## config.mk

```make
export PLATFORM = sky130hd
export DESIGN_NAME = mar_burst
export DESIGN_NICKNAME = d
export VERILOG_FILES = /design/src/rtl/mar_burst.sv
export SDC_FILE = /design/constraint.sdc
export NUM_CORES = 1
export LEC_CHECK = 0
export BUFFER_PORTS_ARGS = -buffer_cell sky130_fd_sc_hd__buf_2
export CORE_UTILIZATION = 30
export CTS_CLUSTER_SIZE = 12
export DETAILED_ROUTE_END_ITERATION = 10
export PLACE_DENSITY = 0.5
export SLEW_MARGIN = 5
export SYNTH_ARGS = -nofsm -noshare
export SYNTH_HDL_FRONTEND = slang
export SYNTH_SLANG_ARGS = --single-unit
```

## constraint.sdc

```tcl
create_clock -name clk -period 6.93 [get_ports clk]
set_input_delay 1.386 -clock clk [delete_from_list [all_inputs] [get_ports clk]]
set_output_delay 1.386 -clock clk [all_outputs]
set_load 0.02 [all_outputs]
```

## src/rtl/mar_burst.sv

```systemverilog
// mar_burst: memory address register with strided, optionally windowed burst address generator
module mar_burst #(
  parameter int ADDR_W   = 13,
  parameter int LEN_W    = 4,
  parameter int STRIDE_W = 4
) (
  input  logic                clk,
  input  logic                rst,
  input  logic                mar_write_en,
  input  logic [ADDR_W-1:0]   mar_in,
  input  logic                mar_read_en,
  output logic [ADDR_W-1:0]   mar_out,
  output logic [ADDR_W-1:0]   mar_cur,
  input  logic                burst_start,
  input  logic [LEN_W-1:0]    burst_len,
  input  logic [STRIDE_W-1:0] stride,
  input  logic                wrap_en,
  input  logic [ADDR_W-1:0]   wrap_base,
  input  logic [ADDR_W-1:0]   wrap_limit,
  output logic [ADDR_W-1:0]   addr_out,
  output logic                addr_valid,
  input  logic                addr_ready,
  output logic                busy,
  output logic                done
);
  localparam logic [1:0] IDLE  = 2'd0;
  localparam logic [1:0] ISSUE = 2'd1;
  localparam logic [1:0] DONE  = 2'd2;

  logic [1:0]          state;
  logic [ADDR_W-1:0]   mar;
  logic [ADDR_W-1:0]   base_q;
  logic [ADDR_W-1:0]   limit_q;
  logic [LEN_W-1:0]    len_q;
  logic [LEN_W-1:0]    cnt;
  logic [STRIDE_W-1:0] stride_q;
  logic                wrap_q;
  logic [ADDR_W:0]     sum;
  logic [ADDR_W-1:0]   nxt;

  // Next beat address: one extra bit on the sum so a window limit near the top of the space still compares correctly
  always_comb begin
    sum = {1'b0, mar} + {{(ADDR_W + 1 - STRIDE_W){1'b0}}, stride_q};
    nxt = (wrap_q && sum > {1'b0, limit_q}) ? base_q : sum[ADDR_W-1:0];
  end

  // MAR, snapshot register and the IDLE/ISSUE/DONE sequencer
  always_ff @(posedge clk) begin
    if (!rst) begin
      state    <= IDLE;
      mar      <= '0;
      mar_out  <= '0;
      cnt      <= '0;
      len_q    <= '0;
      stride_q <= '0;
      wrap_q   <= 1'b0;
      base_q   <= '0;
      limit_q  <= '0;
    end else begin
      if (mar_read_en) mar_out <= mar;
      case (state)
        IDLE: begin
          if (mar_write_en) mar <= mar_in;
          if (burst_start) begin
            len_q    <= burst_len;
            stride_q <= stride;
            wrap_q   <= wrap_en;
            base_q   <= wrap_base;
            limit_q  <= wrap_limit;
            cnt      <= '0;
            state    <= ISSUE;
          end
        end
        ISSUE: if (addr_ready) begin
          mar <= nxt;
          cnt <= cnt + 1'b1;
          if (cnt == len_q) state <= DONE;
        end
        default: state <= IDLE;
      endcase
    end
  end

  assign mar_cur    = mar;
  assign addr_valid = state == ISSUE;
  assign addr_out   = addr_valid ? mar : '0;
  assign busy       = state != IDLE;
  assign done       = state == DONE;
endmodule

```

==> results of run 1 <==
[cell families after synthesis]
kind of cell               after synthesis  synth area share [%]
and+or+nand+nor                        141                  20.8
AOI/OAI and AO/OA                       96                  21.1
DFF                                     67                  37.9
buffers and inverters                   45                  5.27
adders and majority gates               19                  6.93
xor gates and xnor gates                16                  3.96
muxes                                   14                  3.96
[how the worst max path moves through the flow]
stage,startpoint,end,depth (start not counted)
6_report,state[1]$_SDFFE_PN0P_,addr_out[7],4
5_1_grt,state[1]$_SDFFE_PN0P_,addr_out[11],4
4_1_cts,state[1]$_SDFFE_PN0P_,addr_out[2],4
3_5_place_dp,mar_cur[0]$_SDFFE_PN0P_,mar_cur[4]$_SDFFE_PN0P_,14
3_3_place_gp,mar_cur[0]$_SDFFE_PN0P_,mar_cur[0]$_SDFFE_PN0P_,14
2_1_floorplan,mar_cur[0]$_SDFFE_PN0P_,mar_cur[12]$_SDFFE_PN0P_,14
[sequential cells by signal, indices dropped and copies added (netlist names)]
signal and cells:
base_q 13, limit_q 13, mar_cur 13, mar_out 13
cnt 4, len_q 4, stride_q 4, state 2
wrap_q 1
[worst max-delay path, delay by kind of cell (launching register included)]
| family | cells | cell delay (ns) |
|---|---|---|
| buf+inv | 2 | 1.00 |
| flops | 1 | 0.39 |
| simple gates | 2 | 1.08 |
[metal layers]
layer / share of wire (%) / GRT usage, % / vias to the layer above
met3: 3.8 / 3.29 / 19
li1: - / - / 1606
met1: 48 / 23.0 / 1502
met4: 2.4 / 7.64 / 0
met5: 0 / 0 / -
met2: 46 / 27.8 / 81
[through the flow]
step	cell area, µm²	instances	power [mW]	setup WS [ns]
2_1_floorplan	3540	398	0.679	3.40
3_3_place_gp	4120	617	0.774	3.14
3_5_place_dp	4120	617	0.781	3.00
4_1_cts	4480	632	1.34	2.68
5_1_grt	4480	632	1.40	2.45
6_report	4480	632	1.33	2.74
[synth_stat cells (4+ instances only)]
| library cell | count |
|---|---|
| a22o_1 | 36 |
| dfxtp_1 | 67 |
| nor3_1 | 8 |
| a21oi_1 | 13 |
| nor2b_1 | 18 |
| xnor2_1 | 11 |
| clkbuf_1 | 16 |
| xor2_1 | 5 |
| o21ai_0 | 8 |
| nand3_1 | 14 |
| and2_1 | 15 |
| and3_1 | 7 |
| ha_1 | 18 |
| o211ai_1 | 8 |
| inv_1 | 22 |
| nor2_1 | 29 |
| mux2i_1 | 14 |
| nand2b_1 | 5 |
| or3_1 | 6 |
| nand2_1 | 27 |
| a21o_1 | 4 |
[layout make-up]
class                      instances  area [µm²]
multi-input combinational        286        2010
inverter                          23        86.3
sequential                        67        1340
fill                            1162        6990
clock buffer                       9         225
tap                              143         179
timing repair buffer              98         498
clock inverter                     6         136
[power by group]
group	switching, mW	total [mW]	internal (mW)
clock	0.172	0.559	0.387
combinational	0.190	0.310	0.120
sequential	0.0420	0.462	0.420
==> insert_results.sql, run 1 <==
INSERT INTO impl_metrics (metric_group, metric, value, unit) VALUES
('outcome', 'outcome', 'complete, no violations', ''),
('sta', 'rsz0062_at_grt', 'no', ''),
('place', 'port_buffers', '95', ''),
('setup_path', 'critPathLaunchType', 'register', ''),
('power_and_ir_drop', 'peakVddDrop', '0.141', 'mV'),
('min_path', 'hold_class', 'reg2reg', ''),
('power_and_ir_drop', 'p_per_area', '297', 'nW/µm²'),
('setup_path', 'critical_setup_path_kind', 'reg2out', ''),
('clock_tree', 'cts_num_sinks', '67', ''),
('layout', 'most_frequent_cells_in_the_layout', '95 x buf_2, 67 x dfxtp_1, 36 x a22o_1', ''),
('floorplanning', 'top_level_ports', '96', ''),
('yosys', 'syn_inst', '398', ''),
('yosys', 'synth_flop_cell', 'dfxtp_1', ''),
('global_routing', 'first_global_vias', '3107', ''),
('yosys', 'synth.yosys.seq_area_share', '37.9', '%'),
('setup_path', 'critPathArrivalTime', '2.81', 'ns'),
('clock_tree', 'cts.htree.levels', '3', ''),
('sta', 'setup_viol', '0', ''),
('routing', 'via_count', '3208', ''),
('sta', 'timing_worst_slew_pin_value', '0.807', 'ns'),
('setup_path', 'crit_path_top_delay_cell', 'clkinv_1', ''),
('sta', 'fin_crit', '4.19', 'ns'),
('yosys', 'synth.yosys.warnings', '0', ''),
('job', 'drv.max_cap_violation_count', '0', ''),
('sta', 'final_hold_viol_count', '0', ''),
('global_routing', 'antenna_found_initial', '0', ''),
('sta', 'slew_headroom', '46.2', '%'),
('sta', 'final_max_slew_viol_count', '0', ''),
('yosys', 'syn_area', '3540', 'µm²'),
('place', 'gp_congestion', '0.820', ''),
('place', 'detailedPlacementHpwl', '7.54', 'mm'),
('floorplanning', 'die_width', '111', 'µm'),
('layout', 'layout.core_utilization', '39.1', '%'),
('sta', 'fmax', '238', 'MHz'),
('setup_path', 'endpoint_kind', 'output port', ''),
('clock_tree', 'number_of_buffers_inserted_for_hold_repair_after_clock_tree_synthesis', '0', ''),
('routing', 'drc', '0', ''),
('layout', 'share_of_post_route_cells_with_drive_strength_above_1', '24.5', '%'),
('yosys', 'yosys-top-cells-area', 'dfxtp_1 38%, a22o_1 8.9%, ha_1 6.4%, mux2i_1 4.0%, nor2b_1 3.2%', ''),
('floorplanning', 'dieArea', '12200', 'µm²'),
('sta', 'layout_worst_path_cycle_share', '60.5', '%'),
('layout', 'final_common_cell', 'buf_2', ''),
('sta', 'whs', '0.478', 'ns'),
('yosys', 'synth_nets', '471', ''),
('yosys', 'synth_top_area_share', '37.9', '%'),
('global_routing', 'track_usage', '17.5', '%'),
('layout', 'num_antenna_cells', '0', ''),
('yosys', 'post_synth_edffs', '0', ''),
('clock_tree', 'post_cts_resize_count', '0', ''),
('clock_tree', 'clock_latency', '0.33', 'ns'),
('floorplanning', 'starting_density_of_the_core', '30.8', '%'),
('clock_tree', 'clk_pin_slew', '0.06', 'ns'),
('clock_tree', 'tritoncts', 'done', ''),
('setup_path', 'reg2reg_depth', '14', ''),
('routing', 'route.antenna.remaining_nets', '0', ''),
('setup_path', 'regToRegEndpoint', 'mar_cur[4]$_SDFFE_PN0P_', ''),
('clock_tree', 'cts_inserted_buffers', '9', ''),
('setup_path', 'timing.rr.start', 'mar_cur[0]$_SDFFE_PN0P_', ''),
('floorplanning', 'coreArea', '11500', 'µm²'),
('yosys', 'yosys.cell_types.count', '55', ''),
('power_and_ir_drop', 'cellLeakagePower', '2.06', 'nW'),
('min_path', 'whs_path_cells', '1', ''),
('layout', 'area.growth.synth_to_final', '26.6', '%'),
('clock_tree', 'post_cts.repair.setup_buffers', '0', ''),
('layout', 'final_nets', '558', ''),
('setup_path', 'critPathMaxFanout', '27', ''),
('setup_path', 'worst_path_cell_chain', 'nand2b_1, clkinv_1, and2_1, buf_2', ''),
('setup_path', 'ff2ff_setup_slack', '2.93', 'ns'),
('routing', 'drt-vias-per-instance', '5.08', ''),
('floorplanning', 'die_y', '111', 'µm'),
('floorplanning', 'std_cell_rows', '39', '');
(Power assumes the default switching activity.)
==> run 2: changes to the inputs <==
Settings changed: ABC_AREA set to 1, PLACE_DENSITY 0.5 to 0.51.
Clock period 6.93 ns to 3.7 ns, I/O delays scaled along.
==> run 2 against run 1 <==
Effect of this change:
- die area rose by 5.5%
- largest power group unchanged
- clock-buffer cell count is 3 higher
- clock skew is 0.0027 ns lower
- sequential share of layout area is 1.4 points lower
- synthesized area up 5.6%
- register-to-register slack got worse by 2.6 ns
==> insert_results.sql, run 2 <==
INSERT INTO impl_metrics (metric_group, metric, value, unit) VALUES
('floorplanning', 'coreArea', '12100', 'µm²'),
('power_and_ir_drop', 'seq_power_share', '34.7', '%'),
('routing', 'route.antenna.remaining_nets', '0', ''),
('power_and_ir_drop', 'share_clk_of_total_power', '39.3', '%'),
('routing', 'drt-vias-per-instance', '4.61', ''),
('layout', 'finish.instance_area', '4700', 'µm²'),
('power_and_ir_drop', 'cellLeakagePower', '2.29', 'nW'),
('power_and_ir_drop', 'intPower', '1.63', 'mW'),
('sta', 'final_hold_viol_count', '0', ''),
('yosys', 'syn_avg_cell_area', '7.14', 'µm²'),
('sta', 'finalWorstSetupSlack', '0.319', 'ns'),
('layout', 'filler_cell_count', '1277', ''),
('clock_tree', 'number_of_buffers_inserted_for_hold_repair_after_clock_tree_synthesis', '0', ''),
('sta', 'rsz0062_at_grt', 'no', ''),
('floorplanning', 'dieArea', '12900', 'µm²'),
('power_and_ir_drop', 'power.switching', '0.774', 'mW'),
('power_and_ir_drop', 'p_total', '2.41', 'mW'),
('floorplanning', 'starting_density_of_the_core', '31.0', '%'),
('floorplanning', 'top_level_ports', '96', ''),
('clock_tree', 'clk_root_buffer_cell', 'clkbuf_16', ''),
('yosys', 'synth.yosys.warnings', '0', ''),
('setup_path', 'endpoint_kind', 'register', ''),
('sta', 'setup_viol', '0', ''),
('job', 'drv.max_cap_violation_count', '0', ''),
('setup_path', 'crit_path_top_delay_cell', 'fa_1', ''),
('yosys', 'yosys.area.top_type', 'dfxtp_1', ''),
('setup_path', 'critical_path.top_delay_family', 'simple AND/OR/NAND/NOR gates', ''),
('yosys', 'synth_top_area_share', '35.9', '%'),
('sta', 'final_max_slew_viol_count', '0', ''),
('power_and_ir_drop', 'power.switching_fraction', '32.1', '%'),
('place', 'detailedPlace.worstSlack', '0.170', 'ns'),
('setup_path', 'path_buf_inv', '3', ''),
('yosys', 'post_synth_edffs', '0', ''),
('layout', 'multi_input_area', '1920', 'µm²'),
('global_routing', 'grt_max_degree', '63', ''),
('power_and_ir_drop', 'combinationalPowerShare', '26.0', '%'),
('clock_tree', 'cts.htree.levels', '3', ''),
('routing', 'first_iter_violations', '155', ''),
('clock_tree', 'longest_clk_path_bufs', '2', ''),
('place', 'gp_congestion', '0.856', ''),
('yosys', 'synth_common_cells', '90 x inv_1, 68 x nand2_1, 67 x dfxtp_1', ''),
('layout', 'finalNonFillerCells', '785', ''),
('setup_path', 'critPathLaunchType', 'register', ''),
('power_and_ir_drop', 'p_per_area', '512', 'nW/µm²'),
('clock_tree', 'clock_latency', '0.33', 'ns'),
('routing', 'wirelength', '10.7', 'mm'),
('routing', 'firstDrtPassIters', '4', ''),
('setup_path', 'critPathMaxStageDelay', '0.39', 'ns'),
('clock_tree', 'cts_num_sinks', '67', ''),
('routing', 'via_count', '3618', ''),
('yosys', 'syn_area', '3740', 'µm²'),
('setup_path', 'critPathMaxFanout', '12', ''),
('global_routing', 'track_usage', '17.2', '%'),
('place', 'port_buffers', '95', ''),
('setup_path', 'worst-endpoint-required', '3.92', 'ns'),
('layout', 'most_frequent_cells_in_the_layout', '95 x buf_2, 90 x inv_1, 68 x nand2_1', ''),
('min_path', 'hold_class', 'reg2reg', ''),
('yosys', 'synth_async_sr_flop_share', '0', '%'),
('layout', 'final_nets', '685', ''),
('yosys', 'synth_flop_cell', 'dfxtp_1', ''),
('sta', 'finClkSkew', '0.00495', 'ns'),
('floorplanning', 'die_y', '114', 'µm'),
('setup_path', 'critical_setup_path_kind', 'reg2reg', ''),
('yosys', 'synth-seq-cells', '67', ''),
('layout', 'area.growth.synth_to_final', '25.9', '%'),
('layout', 'num_antenna_cells', '0', ''),
('sta', 'timing_worst_slew_pin_value', '0.905', 'ns'),
('place', 'detailedPlacementHpwl', '8.06', 'mm'),
('place', 'placed_cells_incl_taps', '767', ''),
('setup_path', 'critPathArrivalTime', '3.60', 'ns'),
('routing', 'drc', '0', ''),
('yosys', 'syn_inst', '523', ''),
('yosys', 'yosys.cell_types.count', '35', ''),
('routing', 'route.detailed.wl_per_inst', '13.6', 'µm'),
('layout', 'share_of_post_route_cells_with_drive_strength_above_1', '25.9', '%'),
('sta', 'fin_crit', '3.38', 'ns'),
('yosys', 'yosys-top-cells-area', 'dfxtp_1 36%, inv_1 9.0%, o21ai_0 8.2%, nand3_1 7.4%, nand2_1 6.8%', ''),
('yosys', 'yosys.cell_count.top_type', 'inv_1', ''),
('yosys', 'synth.yosys.seq_area_share', '35.9', '%'),
('layout', 'layout.area.seq', '1340', 'µm²'),
('outcome', 'outcome', 'complete, no violations', ''),
('sta', 'setup-tns-final', '0', 'ns'),
('floorplanning', 'std_cell_rows', '40', ''),
('global_routing', 'first_global_vias', '3416', ''),
('global_routing', 'antenna_found_initial', '0', ''),
('place', 'placed_instance_area', '4340', 'µm²'),
('clock_tree', 'tritoncts', 'done', ''),
('sta', 'slew_headroom', '39.5', '%'),
('sta', 'layout_worst_path_cycle_share', '91.4', '%'),
('global_routing', 'globalRouteOverflowTotal', '0', ''),
('layout', 'final_common_cell', 'buf_2', ''),
('setup_path', 'worst_path_cell_chain', 'ha_1, inv_1, fa_1, nand3b_1, nand2_1, nand2_1, nor3_1, xor2_1, inv_1, ha_1, and3_1, and2_1, nand4_1, nand2_4, buf_12, nand3_1, nand3_2, a21oi_2', ''),
('clock_tree', 'cts_inserted_buffers', '9', ''),
('clock_tree', 'clk_pin_slew', '0.06', 'ns'),
('floorplanning', 'die_width', '114', 'µm'),
('yosys', 'synth_nets', '596', ''),
('global_routing', 'grt_first_pass_wirelength', '17.0', 'mm'),
('sta', 'fmax', '296', 'MHz'),
('power_and_ir_drop', 'peakVddDrop', '0.185', 'mV');
run 2: changes by cell type in the layout (fill, tap and decap cells not counted), sizes merged, moves of 6 or more:
cell	before	now
mux2i	14	0
o21ai	10	61
and3	8	2
o211ai	8	0
nor2	29	39
nand3	14	67
or3	6	0
and2	16	2
a22o	36	0
a21oi	13	35
xnor2	11	2
inv	23	92
nor2b	18	0
nand2	27	84
run 2: final timing paths:
path / startpoint / cells past startpoint / slack, ns / to
setup / recovery: mar_cur[0]$_SDFFE_PN0P_ / 18 / 0.32 / mar_cur[10]$_SDFFE_PN0P_
hold / removal: base_q[7]$_SDFFE_PN0P_ / 2 / 0.48 / base_q[7]$_SDFFE_PN0P_
setup reg to reg: mar_cur[0]$_SDFFE_PN0P_ / 18 / 0.32 / mar_cur[10]$_SDFFE_PN0P_
hold reg to reg: base_q[7]$_SDFFE_PN0P_ / 2 / 0.48 / base_q[7]$_SDFFE_PN0P_
run 2: power groups by stage:
stage / sequential (mW) / combinational, mW / clock (mW)
6_report: 0.834 / 0.625 / 0.947
3_3_place_gp: 0.847 / 0.594 / 0
4_1_cts: 0.834 / 0.604 / 0.963
3_5_place_dp: 0.849 / 0.600 / 0
2_1_floorplan: 0.866 / 0.408 / 0
5_1_grt: 0.841 / 0.699 / 0.994
run 2: cell type report:
| type | count | share of cell area [%] |
|---|---|---|
| well taps | 168 | 4.47 |
| multi-input cells | 337 | 40.9 |
| clock buffers | 12 | 5.46 |
| clock inverters | 4 | 1.54 |
| inverters | 95 | 7.64 |
| flip-flops and latches | 67 | 28.5 |
| repair buffers | 102 | 11.5 |
run 2: cells by family after synthesis:
family,after synthesis,synth area share [%]
AO/OA/AOI/OAI,103,15.2
flip-flops,67,35.9
AND/OR/NAND/NOR,206,27.3
buffers and inverters,119,12.9
XOR/XNOR,9,2.11
adder cells (fa/ha/maj),19,6.56
run 2: metal layers:
| metal | routed length, µm | GRT usage [%] |
|---|---|---|
| met2 | 4800 | 27.4 |
| met4 | 221 | 7.19 |
| met1 | 5100 | 22.5 |
| met5 | 0 | 0 |
| met3 | 553 | 3.51 |
run 2: worst min-delay path: stages, from the launching register on:
cell	delay, ns
dfxtp_1	0.29
inv_1	0.06
o21ai_0	0.07
run 2: what timing repair did:
| action | CTS | global route |
|---|---|---|
| hold endpoints to repair | 0 | 0 |
| setup endpoints to repair | 0 | 13 |
| setup buffers | 0 | 2 |
| resized for setup | 0 | 2 |
run 2: through the flow:
step | utilization [%] | hold slack (ns)
after CTS | 38.7 | 0.484
after floorplan | - | 0.451
after detailed placement | 35.9 | 0.473
after global placement | 35.9 | 0.472
final | 39.0 | 0.476
after global routing | 39.0 | 0.495
==> run 3: changes to the inputs <==
Settings changed: CTS_BUF_LIST set to sky130_fd_sc_hd__clkbuf_16.
==> run 3 against run 2 <==
Effect of this change:
- die area unchanged
- worst hold slack about the same
- via count increased by 0.47%
- power decreased by 1.9%
- sequential cell count unchanged
- clock skew about the same
- critical endpoint is now mar_cur[9]$_SDFFE_PN0P_
==> insert_results.sql, run 3 (synthesis results as in run 2) <==
INSERT INTO impl_metrics (metric_group, metric, value, unit) VALUES
('power_and_ir_drop', 'combinationalPowerShare', '26.6', '%'),
('floorplanning', 'top_level_ports', '96', ''),
('place', 'gp_congestion', '0.856', ''),
('sta', 'setup_viol', '0', ''),
('floorplanning', 'dieArea', '12900', 'µm²'),
('floorplanning', 'std_cell_rows', '40', ''),
('global_routing', 'antenna_found_initial', '0', ''),
('sta', 'fin_crit', '3.39', 'ns'),
('power_and_ir_drop', 'p_total', '2.36', 'mW'),
('sta', 'setup-tns-final', '0', 'ns'),
('clock_tree', 'cts.htree.levels', '3', ''),
('global_routing', 'track_usage', '17.1', '%'),
('clock_tree', 'cts_num_sinks', '67', ''),
('power_and_ir_drop', 'power.switching_fraction', '32.7', '%'),
('clock_tree', 'tritoncts', 'done', ''),
('routing', 'wirelength', '10.7', 'mm'),
('routing', 'via_count', '3635', ''),
('floorplanning', 'starting_density_of_the_core', '31.0', '%'),
('sta', 'layout_worst_path_cycle_share', '91.5', '%'),
('power_and_ir_drop', 'cellLeakagePower', '2.28', 'nW'),
('setup_path', 'worst_path_cell_chain', 'ha_1, inv_1, fa_1, nand3b_1, nand2_1, nand2_1, nor3_1, xor2_1, inv_1, ha_1, and3_1, and2_1, nand4_1, nand2_4, buf_12, nand3_1, nand3_2, a21oi_2', ''),
('setup_path', 'critPathLaunchType', 'register', ''),
('clock_tree', 'clock_latency', '0.33', 'ns'),
('sta', 'final_max_slew_viol_count', '0', ''),
('setup_path', 'path_buf_inv', '3', ''),
('power_and_ir_drop', 'peakVddDrop', '0.185', 'mV'),
('layout', 'final_common_cell', 'buf_2', ''),
('layout', 'layout.core_utilization', '38.8', '%'),
('sta', 'final_hold_viol_count', '0', ''),
('layout', 'area.growth.synth_to_final', '25.3', '%'),
('outcome', 'outcome', 'complete, no violations', ''),
('setup_path', 'worst-endpoint-required', '3.92', 'ns'),
('setup_path', 'critPathMaxFanout', '12', ''),
('routing', 'drc', '0', ''),
('layout', 'most_frequent_cells_in_the_layout', '95 x buf_2, 91 x inv_1, 68 x nand2_1', ''),
('floorplanning', 'coreArea', '12100', 'µm²'),
('power_and_ir_drop', 'p_per_area', '504', 'nW/µm²'),
('setup_path', 'critical_setup_path_kind', 'reg2reg', ''),
('clock_tree', 'number_of_buffers_inserted_for_hold_repair_after_clock_tree_synthesis', '0', ''),
('layout', 'final_nets', '685', ''),
('sta', 'slew_headroom', '39.1', '%'),
('routing', 'route.antenna.remaining_nets', '0', ''),
('setup_path', 'critPathMaxStageDelay', '0.39', 'ns'),
('global_routing', 'grt_first_pass_wirelength', '16.9', 'mm'),
('floorplanning', 'die_width', '114', 'µm'),
('power_and_ir_drop', 'power.switching', '0.773', 'mW'),
('global_routing', 'globalRouteOverflowTotal', '0', ''),
('setup_path', 'critPathArrivalTime', '3.60', 'ns'),
('power_and_ir_drop', 'seq_power_share', '35.3', '%'),
('clock_tree', 'cts_inserted_buffers', '9', ''),
('clock_tree', 'longest_clk_path_bufs', '2', ''),
('layout', 'share_of_post_route_cells_with_drive_strength_above_1', '25.6', '%'),
('job', 'drv.max_cap_violation_count', '0', ''),
('setup_path', 'endpoint_kind', 'register', ''),
('sta', 'fmax', '295', 'MHz'),
('min_path', 'hold_class', 'reg2reg', ''),
('routing', 'firstDrtPassIters', '4', ''),
('sta', 'finClkSkew', '0.00536', 'ns'),
('sta', 'finalWorstSetupSlack', '0.314', 'ns'),
('power_and_ir_drop', 'share_clk_of_total_power', '38.1', '%'),
('global_routing', 'first_global_vias', '3406', ''),
('layout', 'num_antenna_cells', '0', ''),
('floorplanning', 'die_y', '114', 'µm'),
('routing', 'first_iter_violations', '158', ''),
('sta', 'timing_worst_slew_pin_value', '0.911', 'ns'),
('place', 'detailedPlace.worstSlack', '0.170', 'ns'),
('power_and_ir_drop', 'intPower', '1.59', 'mW'),
('routing', 'route.detailed.wl_per_inst', '13.6', 'µm'),
('sta', 'whs', '0.476', 'ns'),
('global_routing', 'grt_max_degree', '63', ''),
('setup_path', 'critical_path.top_delay_family', 'simple AND/OR/NAND/NOR gates', ''),
('clock_tree', 'clk_pin_slew', '0.06', 'ns'),
('place', 'port_buffers', '95', ''),
('clock_tree', 'clk_root_buffer_cell', 'clkbuf_16', ''),
('place', 'detailedPlacementHpwl', '8.06', 'mm'),
('routing', 'drt-vias-per-instance', '4.63', ''),
('setup_path', 'crit_path_top_delay_cell', 'fa_1', ''),
('sta', 'rsz0062_at_grt', 'no', '');
run 3: worst paths after layout:
check	from	to	slack (ns)	cells past startpoint
max	mar_cur[0]$_SDFFE_PN0P_	mar_cur[9]$_SDFFE_PN0P_	0.31	18
min	base_q[7]$_SDFFE_PN0P_	base_q[7]$_SDFFE_PN0P_	0.48	2
max reg2reg	mar_cur[0]$_SDFFE_PN0P_	mar_cur[9]$_SDFFE_PN0P_	0.31	18
min reg2reg	base_q[7]$_SDFFE_PN0P_	base_q[7]$_SDFFE_PN0P_	0.48	2
run 3: metal layers:
layer / track usage [%] / wire [µm] / part of all wire, %
met1: 22.5 / 5180 / 48
met2: 27.2 / 4780 / 45
met3: 3.51 / 516 / 4.8
met4: 7.19 / 222 / 2.1
met5: 0 / 0 / 0
run 3: per-stage QoR:
step / area (µm²) / instances
2_1_floorplan: 3740 / 523
3_3_place_gp: 4340 / 767
3_5_place_dp: 4340 / 767
4_1_cts: 4640 / 783
5_1_grt: 4680 / 785
6_report: 4680 / 785
run 3: cell type report:
class                           count  area (µm²)
Clock buffer                        9         225
Clock inverter                      7        83.8
Fill cell                        1280        7380
Inverter                           95         359
Multi-Input combinational cell    337        1920
Sequential cell                    67        1340
Tap cell                          168         210
Timing Repair Buffer              102         541
run 3: timing repair:
| action | in CTS | in global routing |
|---|---|---|
| buffers inserted | 0 | 2 |
| resized for setup | 0 | 2 |
| setup endpoints to repair | 0 | 13 |
run 3: worst register-to-register path: cells and delay by family (launching register included):
family                     cells  cell delay [ns]
xor gates and xnor gates       1             0.23
and+or+nand+nor               10             1.50
adders and majority gates      3             0.85
buffers and inverters          3             0.27
AOI/OAI and AO/OA              1             0.05
DFF                            1             0.37
run 3: power groups by stage:
stage                     Sequential (mW)  Clock, mW  Combinational (mW)
after floorplan                     0.866          0               0.408
after global placement              0.847          0               0.594
after detailed placement            0.849          0               0.600
after CTS                           0.834      0.916               0.604
after global routing                0.841      0.949               0.698
final                               0.835      0.900               0.627
